===== config.mk =====
export PLATFORM = sky130hd
export DESIGN_NAME = vector_reduce_packer_flat
export DESIGN_NICKNAME = d
export VERILOG_FILES = /design/src/rtl/vector_reduce_packer_pkg.sv /design/src/rtl/vector_reduce_packer_if.sv /design/src/rtl/vector_reduce_packer_tree.sv /design/src/rtl/vector_reduce_packer.sv /design/src/flat_wrapper.sv
export SDC_FILE = /design/constraint.sdc
export NUM_CORES = 2
export LEC_CHECK = 0
export ABC_CLOCK_PERIOD_IN_PS = 31100
export CAP_MARGIN = 10
export CORE_ASPECT_RATIO = 1.4
export CORE_UTILIZATION = 43
export DETAILED_ROUTE_END_ITERATION = 10
export GPL_TIMING_DRIVEN = 0
export PLACE_DENSITY = 0.71
export RECOVER_POWER = 100
export SLEW_MARGIN = 20
export SYNTH_ARGS = -nofsm -noshare
export SYNTH_HDL_FRONTEND = slang
export SYNTH_HIERARCHICAL = 1
export SYNTH_SLANG_ARGS = --single-unit
export TNS_END_PERCENT = 50

===== constraint.sdc =====
create_clock -name clk -period 31.1 [get_ports clk]
set_input_delay 6.22 -clock clk [delete_from_list [all_inputs] [get_ports clk]]
set_output_delay 6.22 -clock clk [all_outputs]
set_load 0.005 [all_outputs]

===== src/rtl/vector_reduce_packer_pkg.sv =====
// ============================================================================
// Module      : vrp_pkg
// Description : Shared op encodings and lane-count width for vector_reduce_packer.
// Revision    : 1.0 - initial release
// ============================================================================
`default_nettype none

package vrp_pkg;

    localparam int VRP_N = 8;
    localparam int CNT_W = $clog2(VRP_N);

    localparam logic [7:0] OP_BYPASS = 8'd0;
    localparam logic [7:0] OP_SUM    = 8'd1;
    localparam logic [7:0] OP_MAX    = 8'd2;
    localparam logic [7:0] OP_MIN    = 8'd3;
    localparam logic [7:0] OP_NZCNT  = 8'd4;

    // Unknown opcodes fall back to bypass so stray firmware bytes never corrupt a pack.
    function automatic logic is_bypass(input logic [7:0] op);
        return (op == OP_BYPASS) || (op > OP_NZCNT);
    endfunction

endpackage

`default_nettype wire


===== src/rtl/vector_reduce_packer_if.sv =====
// ============================================================================
// Module      : vector_reduce_packer_if
// Description : Trace-stream and config bus of vector_reduce_packer.
// Revision    : 1.0 - initial release
// ============================================================================
`default_nettype none

interface vector_reduce_packer_if #(
    parameter int N          = 8,
    parameter int DATA_WIDTH = 32,
    parameter int MAX_CHAINS = 4
) ();
    localparam int CID_W = (MAX_CHAINS > 1) ? $clog2(MAX_CHAINS) : 1;

    logic                  tracing;
    logic                  valid_in;
    logic                  eof_in;
    logic                  bof_in;
    logic [CID_W-1:0]      chainId_in;
    logic [7:0]            configId;
    logic [7:0]            configData;
    logic [DATA_WIDTH-1:0] vector_in  [N-1:0];
    logic [DATA_WIDTH-1:0] vector_out [N-1:0];
    logic [CID_W-1:0]      chainId_out;
    logic                  valid_out;
    logic                  eof_out;
    logic                  bof_out;

    modport master (
        output tracing, valid_in, eof_in, bof_in, chainId_in, configId, configData, vector_in,
        input  vector_out, chainId_out, valid_out, eof_out, bof_out
    );

    modport slave (
        input  tracing, valid_in, eof_in, bof_in, chainId_in, configId, configData, vector_in,
        output vector_out, chainId_out, valid_out, eof_out, bof_out
    );
endinterface

`default_nettype wire


===== src/rtl/vector_reduce_packer_tree.sv =====
// ============================================================================
// Module      : vector_reduce_tree
// Description : Combinational N-lane reduction (sum / signed max / signed min / nonzero count).
// Revision    : 1.0 - initial release
// ============================================================================
`default_nettype none

module vector_reduce_tree
    import vrp_pkg::*;
#(
    parameter int N          = 8,
    parameter int DATA_WIDTH = 32
) (
    input  wire logic [7:0]            i_op,
    input  wire logic [DATA_WIDTH-1:0] i_vec [N-1:0],
    output logic      [DATA_WIDTH-1:0] o_result
);

    logic [DATA_WIDTH-1:0] w_sum;
    logic [DATA_WIDTH-1:0] w_max;
    logic [DATA_WIDTH-1:0] w_min;
    logic [DATA_WIDTH-1:0] w_nz;

    always_comb begin
        w_sum = '0;
        w_max = i_vec[0];
        w_min = i_vec[0];
        w_nz  = '0;
        for (int i = 0; i < N; i++) begin
            w_sum = w_sum + i_vec[i];
            if ($signed(i_vec[i]) > $signed(w_max)) w_max = i_vec[i];
            if ($signed(i_vec[i]) < $signed(w_min)) w_min = i_vec[i];
            if (i_vec[i] != '0) w_nz = w_nz + DATA_WIDTH'(1);
        end
    end

    always_comb begin
        case (i_op)
            OP_SUM:   o_result = w_sum;
            OP_MAX:   o_result = w_max;
            OP_MIN:   o_result = w_min;
            OP_NZCNT: o_result = w_nz;
            default:  o_result = '0;
        endcase
    end

endmodule

`default_nettype wire


===== src/rtl/vector_reduce_packer.sv =====
// ============================================================================
// Module      : vector_reduce_packer
// Description : Per-chain bypass or reduce-and-pack of ALU trace vectors, 2-cycle latency.
//               Optional VECTOR_REDUCE_PACKER_STATS_EN adds a 16-bit pack_count output.
// Revision    : 1.0 - initial release
// ============================================================================
`default_nettype none

module vector_reduce_packer
    import vrp_pkg::*;
#(
    parameter int                      N                   = VRP_N,
    parameter int                      DATA_WIDTH          = 32,
    parameter int                      MAX_CHAINS          = 4,
    parameter int                      PERSONAL_CONFIG_ID  = 1,
    parameter logic [MAX_CHAINS*8-1:0] INITIAL_FIRMWARE_OP = '0
) (
    input  wire logic                clk,
    input  wire logic                reset,
    vector_reduce_packer_if.slave    bus
`ifdef VECTOR_REDUCE_PACKER_STATS_EN
    ,
    output logic [15:0]              pack_count
`endif
);

    localparam int CID_W = (MAX_CHAINS > 1) ? $clog2(MAX_CHAINS) : 1;

    // ---------------- firmware config ----------------
    logic [7:0]       r_fw_op [MAX_CHAINS];
    logic [CID_W-1:0] r_cfg_ptr;

    always_ff @(posedge clk) begin
        if (reset) begin
            for (int c = 0; c < MAX_CHAINS; c++) r_fw_op[c] <= INITIAL_FIRMWARE_OP[c*8 +: 8];
            r_cfg_ptr <= '0;
        end else if (bus.configId == 8'(PERSONAL_CONFIG_ID)) begin
            r_fw_op[r_cfg_ptr] <= bus.configData;
            r_cfg_ptr <= (r_cfg_ptr == CID_W'(MAX_CHAINS-1)) ? '0 : r_cfg_ptr + 1'b1;
        end else begin
            r_cfg_ptr <= '0;
        end
    end

    // ---------------- stage 1 ----------------
    logic [7:0]            w_op;
    logic [DATA_WIDTH-1:0] w_scalar;
    logic                  r_s1_valid, r_s1_eof, r_s1_bof, r_s1_byp;
    logic [CID_W-1:0]      r_s1_cid;
    logic [DATA_WIDTH-1:0] r_s1_scalar;
    logic [DATA_WIDTH-1:0] r_s1_vec [N-1:0];

    assign w_op = r_fw_op[bus.chainId_in];

    vector_reduce_tree #(.N(N), .DATA_WIDTH(DATA_WIDTH)) u_tree (
        .i_op     (w_op),
        .i_vec    (bus.vector_in),
        .o_result (w_scalar)
    );

    always_ff @(posedge clk) begin
        if (reset) begin
            r_s1_valid  <= 1'b0;
            r_s1_eof    <= 1'b0;
            r_s1_bof    <= 1'b0;
            r_s1_byp    <= 1'b0;
            r_s1_cid    <= '0;
            r_s1_scalar <= '0;
            for (int i = 0; i < N; i++) r_s1_vec[i] <= '0;
        end else begin
            r_s1_valid <= bus.tracing & bus.valid_in;
            if (bus.tracing) begin
                r_s1_eof    <= bus.eof_in;
                r_s1_bof    <= bus.bof_in;
                r_s1_byp    <= is_bypass(w_op);
                r_s1_cid    <= bus.chainId_in;
                r_s1_scalar <= w_scalar;
                r_s1_vec    <= bus.vector_in;
            end
        end
    end

    // ---------------- stage 2 ----------------
    logic [DATA_WIDTH-1:0] r_pack_buf [MAX_CHAINS][N];
    logic [CNT_W-1:0]      r_cnt      [MAX_CHAINS];
    logic                  r_first_bof[MAX_CHAINS];
    logic [CNT_W-1:0]      w_cnt;
    logic                  w_fire, w_emit, w_first_bof;
    logic [DATA_WIDTH-1:0] w_packed [N-1:0];

    logic                  r_valid_out, r_eof_out, r_bof_out;
    logic [CID_W-1:0]      r_cid_out;
    logic [DATA_WIDTH-1:0] r_vector_out [N-1:0];

    assign w_fire      = r_s1_valid & bus.tracing;
    assign w_cnt       = r_cnt[r_s1_cid];
    assign w_emit      = (w_cnt == CNT_W'(N-1)) | r_s1_eof;
    assign w_first_bof = (w_cnt == '0) ? r_s1_bof : r_first_bof[r_s1_cid];

    // The emitted vector includes the scalar arriving this cycle; lanes beyond it read as zero.
    always_comb begin
        for (int i = 0; i < N; i++) begin
            w_packed[i] = '0;
            if (CNT_W'(i) < w_cnt)       w_packed[i] = r_pack_buf[r_s1_cid][i];
            else if (CNT_W'(i) == w_cnt) w_packed[i] = r_s1_scalar;
        end
    end

    always_ff @(posedge clk) begin
        if (reset) begin
            r_valid_out <= 1'b0;
            r_eof_out   <= 1'b0;
            r_bof_out   <= 1'b0;
            r_cid_out   <= '0;
            for (int i = 0; i < N; i++) r_vector_out[i] <= '0;
            for (int c = 0; c < MAX_CHAINS; c++) begin
                r_cnt[c]       <= '0;
                r_first_bof[c] <= 1'b0;
                for (int i = 0; i < N; i++) r_pack_buf[c][i] <= '0;
            end
        end else begin
            r_valid_out <= 1'b0;
            if (w_fire) begin
                if (r_s1_byp) begin
                    r_valid_out  <= 1'b1;
                    r_vector_out <= r_s1_vec;
                    r_cid_out    <= r_s1_cid;
                    r_eof_out    <= r_s1_eof;
                    r_bof_out    <= r_s1_bof;
                end else begin
                    r_pack_buf[r_s1_cid][w_cnt] <= r_s1_scalar;
                    if (w_cnt == '0) r_first_bof[r_s1_cid] <= r_s1_bof;
                    if (w_emit) begin
                        r_valid_out     <= 1'b1;
                        r_vector_out    <= w_packed;
                        r_cid_out       <= r_s1_cid;
                        r_eof_out       <= r_s1_eof;
                        r_bof_out       <= w_first_bof;
                        r_cnt[r_s1_cid] <= '0;
                    end else begin
                        r_cnt[r_s1_cid] <= w_cnt + 1'b1;
                    end
                end
            end
        end
    end

    assign bus.valid_out   = r_valid_out;
    assign bus.eof_out     = r_eof_out;
    assign bus.bof_out     = r_bof_out;
    assign bus.chainId_out = r_cid_out;
    assign bus.vector_out  = r_vector_out;

`ifdef VECTOR_REDUCE_PACKER_STATS_EN
    logic [15:0] r_pack_count;

    always_ff @(posedge clk) begin
        if (reset) begin
            r_pack_count <= '0;
        end else if (w_fire && !r_s1_byp && w_emit && (r_pack_count != 16'hFFFF)) begin
            r_pack_count <= r_pack_count + 16'd1;
        end
    end

    assign pack_count = r_pack_count;
`endif

endmodule

`default_nettype wire


===== src/flat_wrapper.sv =====
// flat-port wrapper written by rule: the top's interface ports become plain ports
module vector_reduce_packer_flat import vrp_pkg::*;
#(
    parameter int                      N                   = VRP_N,
    parameter int                      DATA_WIDTH          = 32,
    parameter int                      MAX_CHAINS          = 4,
    parameter int                      PERSONAL_CONFIG_ID  = 1,
    parameter logic [MAX_CHAINS*8-1:0] INITIAL_FIRMWARE_OP = '0
)
  (clk, reset, bus_tracing, bus_valid_in, bus_eof_in, bus_bof_in, bus_chainId_in, bus_configId, bus_configData, bus_vector_in, bus_vector_out, bus_chainId_out, bus_valid_out, bus_eof_out, bus_bof_out);
  vector_reduce_packer_if #(.N(N), .DATA_WIDTH(DATA_WIDTH), .MAX_CHAINS(MAX_CHAINS)) bus_i ();
  input  wire logic clk;
  input  wire logic reset;
  input wire logic [$bits(bus_i.tracing)-1:0] bus_tracing;
  input wire logic [$bits(bus_i.valid_in)-1:0] bus_valid_in;
  input wire logic [$bits(bus_i.eof_in)-1:0] bus_eof_in;
  input wire logic [$bits(bus_i.bof_in)-1:0] bus_bof_in;
  input wire logic [$bits(bus_i.chainId_in)-1:0] bus_chainId_in;
  input wire logic [$bits(bus_i.configId)-1:0] bus_configId;
  input wire logic [$bits(bus_i.configData)-1:0] bus_configData;
  input wire logic [$bits(bus_i.vector_in)-1:0] bus_vector_in;
  output wire logic [$bits(bus_i.vector_out)-1:0] bus_vector_out;
  output wire logic [$bits(bus_i.chainId_out)-1:0] bus_chainId_out;
  output wire logic [$bits(bus_i.valid_out)-1:0] bus_valid_out;
  output wire logic [$bits(bus_i.eof_out)-1:0] bus_eof_out;
  output wire logic [$bits(bus_i.bof_out)-1:0] bus_bof_out;
  assign bus_i.tracing = bus_tracing;
  assign bus_i.valid_in = bus_valid_in;
  assign bus_i.eof_in = bus_eof_in;
  assign bus_i.bof_in = bus_bof_in;
  assign bus_i.chainId_in = bus_chainId_in;
  assign bus_i.configId = bus_configId;
  assign bus_i.configData = bus_configData;
  assign bus_i.vector_in = {>>{bus_vector_in}};
  assign bus_vector_out = {>>{bus_i.vector_out}};
  assign bus_chainId_out = bus_i.chainId_out;
  assign bus_valid_out = bus_i.valid_out;
  assign bus_eof_out = bus_i.eof_out;
  assign bus_bof_out = bus_i.bof_out;
  vector_reduce_packer #(.N(N), .DATA_WIDTH(DATA_WIDTH), .MAX_CHAINS(MAX_CHAINS), .PERSONAL_CONFIG_ID(PERSONAL_CONFIG_ID), .INITIAL_FIRMWARE_OP(INITIAL_FIRMWARE_OP)) u_core (.clk(clk), .reset(reset), .bus(bus_i));
endmodule

; ---- Yosys cells after proc, flatten, opt, wreduce, memory -nomap -nowiden
; Memories as Yosys holds them, arrays and structs flattened. A register that Yosys moved wholly into a read port is not among the register bits.
; Cells that the tools add are included.
[word_totals]
register_bits = 557
latch_bits = 0
ramBits = 1072
rom_bits = 0
in_bits = 280
word_cells = 207
n_memories = 4
[op_classes]
addsub = 16
mul = 0
div = 0
order_cmp = 25
eq_ne = 14
n_shift = 0
muxes = 94
bitwise_logic = 7
n_reduce_logical = 20
[mem_list]
columns = name, depth, width, read_ports, rd_clocked_by_memory_dff, wr, line_no
row1 = u_core.r_pack_buf, 4, 256, 1, 1, 4, vector_reduce_packer.sv:84  ; logic [DATA_WIDTH-1:0] r_pack_buf [MAX_CHAINS][N];
row2 = u_core.r_fw_op, 4, 8, 1, 0, 4, vector_reduce_packer.sv:30  ; logic [7:0] r_fw_op [MAX_CHAINS];
row3 = u_core.r_cnt, 4, 3, 1, 1, 4, vector_reduce_packer.sv:85  ; logic [CNT_W-1:0] r_cnt [MAX_CHAINS];
row4 = u_core.r_first_bof, 4, 1, 1, 1, 4, vector_reduce_packer.sv:86  ; logic r_first_bof[MAX_CHAINS];
[ops]
columns = op, n
row1 = $mux 256, 5
row2 = $mux 32, 38
row3 = $reduce_bool 32->1, 8
row4 = $reduce_or 256->1, 1
row5 = $add 32x1->32 const B, 7
row6 = $add 32x32->32, 7
row7 = $gt 32x32->1, 7
row8 = $lt 32x32->1, 7
row9 = $pmux 32 s4, 1
row10 = $demux 32 s3, 1
row11 = $mux 1, 34
row12 = $mux 2, 12
row13 = $eq 8x1->1 const B, 2
row14 = $eq 8x2->1 const B, 2
row15 = $eq 3x3->1 const A, 4
row16 = $lt 3x3->1 const A, 4
row17 = $eq 8x3->1 const B, 1
row18 = $gt 8x3->1 const B, 1
row19 = $logic_not 8->1, 1
row20 = $mux 8, 1
row21 = $reduce_or 8->1, 1
row22 = $eq 2x3->1 const A, 2
row23 = $lt 1x3->1 const A, 2
row24 = $lt 2x3->1 const A, 2
row25 = 20 further kinds, 25

; ---- Logic depth before layout (Yosys ltp)
[depth]
depth_word = 17
ltp_mapped = 125
mapped_depth_nobuf = 113

; ---- Modules after synthesis
; Netlist, hierarchy kept.
[modules_own_cells]
columns = module, instances, cells_each, area_per_inst_um2, seq_area_each_um2
row1 = vector_reduce_packer, 1, 5300, 65572.9, 39537.9
row2 = vector_reduce_tree, 1, 2943, 22296.4, 0.0

; ---- Least setup slack after synthesis
; Ideal clock, no wire load.
[synth_path]
kind = input-to-reg
start = input bus_vector_in[7]
end = register u_core.r_s1_scalar[29]
setup_time_ns = 0.128
t_arrival_ns = 25.895
path_slack_ns = 5.078
stages = 118
path_buffers = 12
path_cell_list = inv_1 ha_1 a21oi_1 nand3_1 a221o_1 o31a_2 or3_1 buf_2 nand2_1 buf_1 buf_1 mux2i_1 ha_1 a21o_1 a21o_1 a21o_1 a21o_1 a21o_1 [82 not listed] o21ai_0 nand2b_1 a21oi_1 nor2b_1 o21ai_0 nand2b_1 a21oi_1 nor3_1 a211oi_1 nand3_1 o211ai_1 nand2b_1 o21ai_1 clkbuf_1 a221oi_1 o211ai_1 mux2i_1 nor2_1
[synth_via]
elab_chain_len = 17
word_cells_on_any_way = 52
cone_classes = 14 x add/sub / 14 x order compare / 23 x mux / 1 x reduce/logical
[synth_rtl]
columns = item, line_no
row1 = from (decl), flat_wrapper.sv:21  ; input wire logic [$bits(bus_i.vector_in)-1:0] bus_vector_in;
row2 = $reduce_bool 32->1, vector_reduce_packer_tree.sv:33  ; if (i_vec[i] != '0) w_nz = w_nz + DATA_WIDTH'(1);
row3 = $mux 1, vector_reduce_packer_tree.sv:33
row4 = $add 32x1->32, vector_reduce_packer_tree.sv:33
row5 = $mux 32, vector_reduce_packer_tree.sv:33
row6 = $add 32x1->32, vector_reduce_packer_tree.sv:33
row7 = $mux 32, vector_reduce_packer_tree.sv:33
row8 = $add 32x1->32, vector_reduce_packer_tree.sv:33
row9 = $mux 32, vector_reduce_packer_tree.sv:33
row10 = [2 not listed], --
row11 = $add 32x1->32, vector_reduce_packer_tree.sv:33
row12 = $mux 32, vector_reduce_packer_tree.sv:33
row13 = $add 32x1->32, vector_reduce_packer_tree.sv:33
row14 = $mux 32, vector_reduce_packer_tree.sv:33
row15 = $add 32x1->32, vector_reduce_packer_tree.sv:33
row16 = $mux 32, vector_reduce_packer_tree.sv:33
row17 = $pmux 32 s4 *, vector_reduce_packer_tree.sv:38  ; case (i_op)
row18 = net u_core.w_scalar[29], vector_reduce_packer.sv:47  ; logic [DATA_WIDTH-1:0] w_scalar;
row19 = to (signal assigned), vector_reduce_packer.sv:77  ; r_s1_scalar <= w_scalar;
row20 = to (decl), vector_reduce_packer.sv:50  ; logic [DATA_WIDTH-1:0] r_s1_scalar;
; Mark *: on every way through the listed nets, which the timed path passes. The rest lies on a longest branch.
; A chain may end at the register's enable or synchronous reset.

; ---- Worst setup path in the final report
[layout_path]
start = input bus_vector_in[30]
end = register u_core.r_s1_scalar[31]
; The elaborated chain is that of the path after synthesis.

==> summary.md <==
| Metric | Value |
|---|---|
| Post-CTS setup buffer count | 0 |
| Largest cells by area after synthesis | edfxtp_1 (32%), dfxtp_1 (13%), and2_1 (6.5%) |
| Drt first pass iters | 6 |
| Kind of cell adding the most delay to the critical path | compound AO/OA/AOI/OAI gates |
| Clock period minus worst slack | 30.46 ns |
| # DRC | 0 |
| Final worst slack | 0.643 ns |
| Tcrit/Tclk final | 0.979 |
| Critical path class | in2reg |
| CP arrival | 31.12 ns |
| Place WS | -3.02 ns |
| Buffers on Ports | 537 |
| Psw | 0.00346 W |
| Hold-fix buffers at CTS | 0 |
| Clk buf depth | 4 |
| Int Pwr | 0.00454 W |
| Final Max Slew Viols | 670 |
| Die footprint | 206000 µm² |
| Root Driver | clkbuf_16 |
| Worst EP required | 31.76 ns |
| CTS sink count | 1503 |
| Grt total ovfl | 0 |
| Std-Cell Rows | 196 |
| H-tree lvl count | 4 |
| Slew @ Worst Pin | 3.41 ns |
| CP Capture Type | register |
| Number of flops mapped to enable cells by yosys | 944 |
| Largest net degree at the start of global routing | 33 |
| Avg Cell Area, Syn | 10.7 µm² |
| Max Cap Viol | 37 |
| Leakage | 40.5 nW |
| CP startpoint kind | input pin |
| Post-synthesis register bit count | 1503 |
| Critical Path Max Stage Delay | 0.50 ns |
| Design area | 102000 µm² |
| Worst Path Max Fanout | 10 |
| RSZ-0062 raised after global routing | false |
| Synth top area share | 0.323 |
| Critical path's slowest cell | o21ai_1 |
| Vias in the first global route | 74.0k |
| Core ar. | 203000 µm² |
| Die Span X | 384 µm |
| Syn_nets | 9152 |
| Worst rel slew slack | -1.27 |
| Power, Total | 0.00799 W |
| Worst vdd ir | 0.0962 mV |
| Top_reg_cell synth | edfxtp_1 |
| Status | complete, but fails checks |
| Average wire per standard cell | 41.2 µm |
| Area leader, netlist | edfxtp_1 |
| Clock transition at path regs | 0.07 ns |
| CTS Buf Count | 145 |
| Ys Warns | 6 |
| Synth cell types | 89 |
| Post-synth ARST share | 0 |
| Via Count | 77.9k |
| Skew-Pair Late Insertion Delay | 0.82 ns |
| Synth Instances | 8243 |
| Synth-to-Final Area Change | 15.5% |
| Most common cell after layout, fill and taps aside | edfxtp_1 |
| Antenna viol nets, final | 0 |
| Combinational Power Share | 0.502 |
| Clock Power Share | 0.219 |
| Initial antenna violation count | 53 |
| PD cells | 78.8 nW/µm² |
| First-pass GRT wire length | 636000 µm |
| Share of cells above drive strength 1 | 0.0865 |
| Placed Area | 97400 µm² |
| Die Y | 537 µm |
| I/O pins | 541 |
| Gp weighted congestion | 1.15 |
| FMAX | 32.8 MHz |
| Drt via density | 6.60 |
| Post-DP HPWL | 382000 µm |
| Failing checks | max-capacitance violations, max-slew violations |
| Most frequent cells in the layout | edfxtp_1 (944), nor2_1 (563), dfxtp_1 (559) |
| Worst Path Buf+Inv | 18 |
| Routed WL | 486000 µm |
| Final setup fails | 0 |
| Share of power burned in registers | 0.279 |
| Filler Cells Inserted | 18.5k |
| Initial Utilization | 0.432 |
| Nets | 9863 |
| Sw Share | 0.433 |
| Hold_ws | 0.451 ns |
| Seq/Total Area, Yosys | 0.450 |
| Post-CTS sizing | 45 |
| Clock skew | 0.0447 ns |
| Cell Area, Synth | 87900 µm² |
| Final Hold Viols | 0 |
| HP Class | reg2reg |
| DR iter-0 viols | 11.4k |
| GRT Util Overall | 0.461 |
| CTS tree | done |
[sequential cells by signal (all words and copies together), names as in the netlist, 4 cells and up, named ones only]
signal,flops
u_core/r_fw_op,32
u_core/bus.vector_out,256
u_core/r_cnt,12
u_core/r_first_bof,4
u_core/r_s1_scalar,32
u_core/r_s1_vec,256
u_core/r_pack_buf,896
[worst paths after layout]
check                        startpoint                          to  slack (ns)  cells past startpoint
min reg2reg  u_core/bus.vector_out[107]  u_core/bus.vector_out[107]        0.45                      2
max                   bus_vector_in[30]      u_core/r_s1_scalar[31]        0.64                    106
max reg2reg                    register  u_core/bus.vector_out[253]       24.27                     13
min          u_core/bus.vector_out[107]  u_core/bus.vector_out[107]        0.45                      2
[power by group through the flow]
stage / Clock, W / Sequential [W] / Combinational (W)
after floorplan: 0 / 0.00225 / 0.00238
after global placement: 0 / 0.00227 / 0.00372
after detailed placement: 0 / 0.00227 / 0.00379
after CTS: 0.00175 / 0.00222 / 0.00382
after global routing: 0.00182 / 0.00223 / 0.00417
final: 0.00175 / 0.00223 / 0.00401
[Yosys cell counts, types with 76 or more instances]
| cell type | instances |
|---|---|
| inv_1 | 511 |
| mux2i_1 | 405 |
| a21oi_1 | 493 |
| a221oi_1 | 77 |
| clkbuf_1 | 506 |
| nor2_1 | 563 |
| a211oi_1 | 141 |
| nand4_1 | 90 |
| nor3_1 | 102 |
| nand3_1 | 114 |
| a21o_1 | 136 |
| edfxtp_1 | 944 |
| and2_1 | 908 |
| o21ai_0 | 434 |
| dfxtp_1 | 559 |
| mux4_2 | 236 |
| and3_1 | 76 |
| ha_1 | 446 |
| nor4_1 | 87 |
| nand2_1 | 376 |
| fa_1 | 183 |
[metrics by stage]
stage                util  cells  TNS, ns
CTS                 0.502  11700        0
global route        0.499  11700        0
floorplan               -   8243        0
finish              0.499  11800        0
detailed placement  0.479  11500   -88.89
global placement    0.475  11500   -83.51
[worst min-delay path, cell delays in order, from the launching register on]
cell     delay, ns
dfxtp_1       0.31
nand2_1       0.05
a21oi_1       0.05
[cell type report]
| class | count | area, µm² | area share |
|---|---|---|---|
| clock inverter | 67 | 533 | 0.00525 |
| multi-input combinational | 5575 | 43900 | 0.433 |
| inverter | 512 | 1930 | 0.0190 |
| antenna | 71 | 178 | 0.00175 |
| tap | 2673 | 3340 | 0.0329 |
| clock buffer | 183 | 3970 | 0.0391 |
| buffer | 652 | 2680 | 0.0264 |
| timing repair buffer | 565 | 5410 | 0.0533 |
| sequential | 1503 | 39500 | 0.390 |
[kinds of logic after synthesis]
kind of cell | after synthesis | synth area share
buffers and inverters | 1165 | 0.0512
XOR/XNOR | 56 | 0.00558
AO/OA/AOI/OAI | 1634 | 0.117
multiplexers | 727 | 0.118
flip-flops | 1503 | 0.450
adder cells (fa/ha/maj) | 631 | 0.105
AND/OR/NAND/NOR | 2527 | 0.153
[metal layers]
layer | global-route usage | routed length [µm]
met1 | 0.503 | 155000
met5 | 0.000231 | 176
met4 | 0.499 | 64700
met3 | 0.141 | 58700
met2 | 0.682 | 207000
No activity file was read; power rests on OpenSTA's default activity.
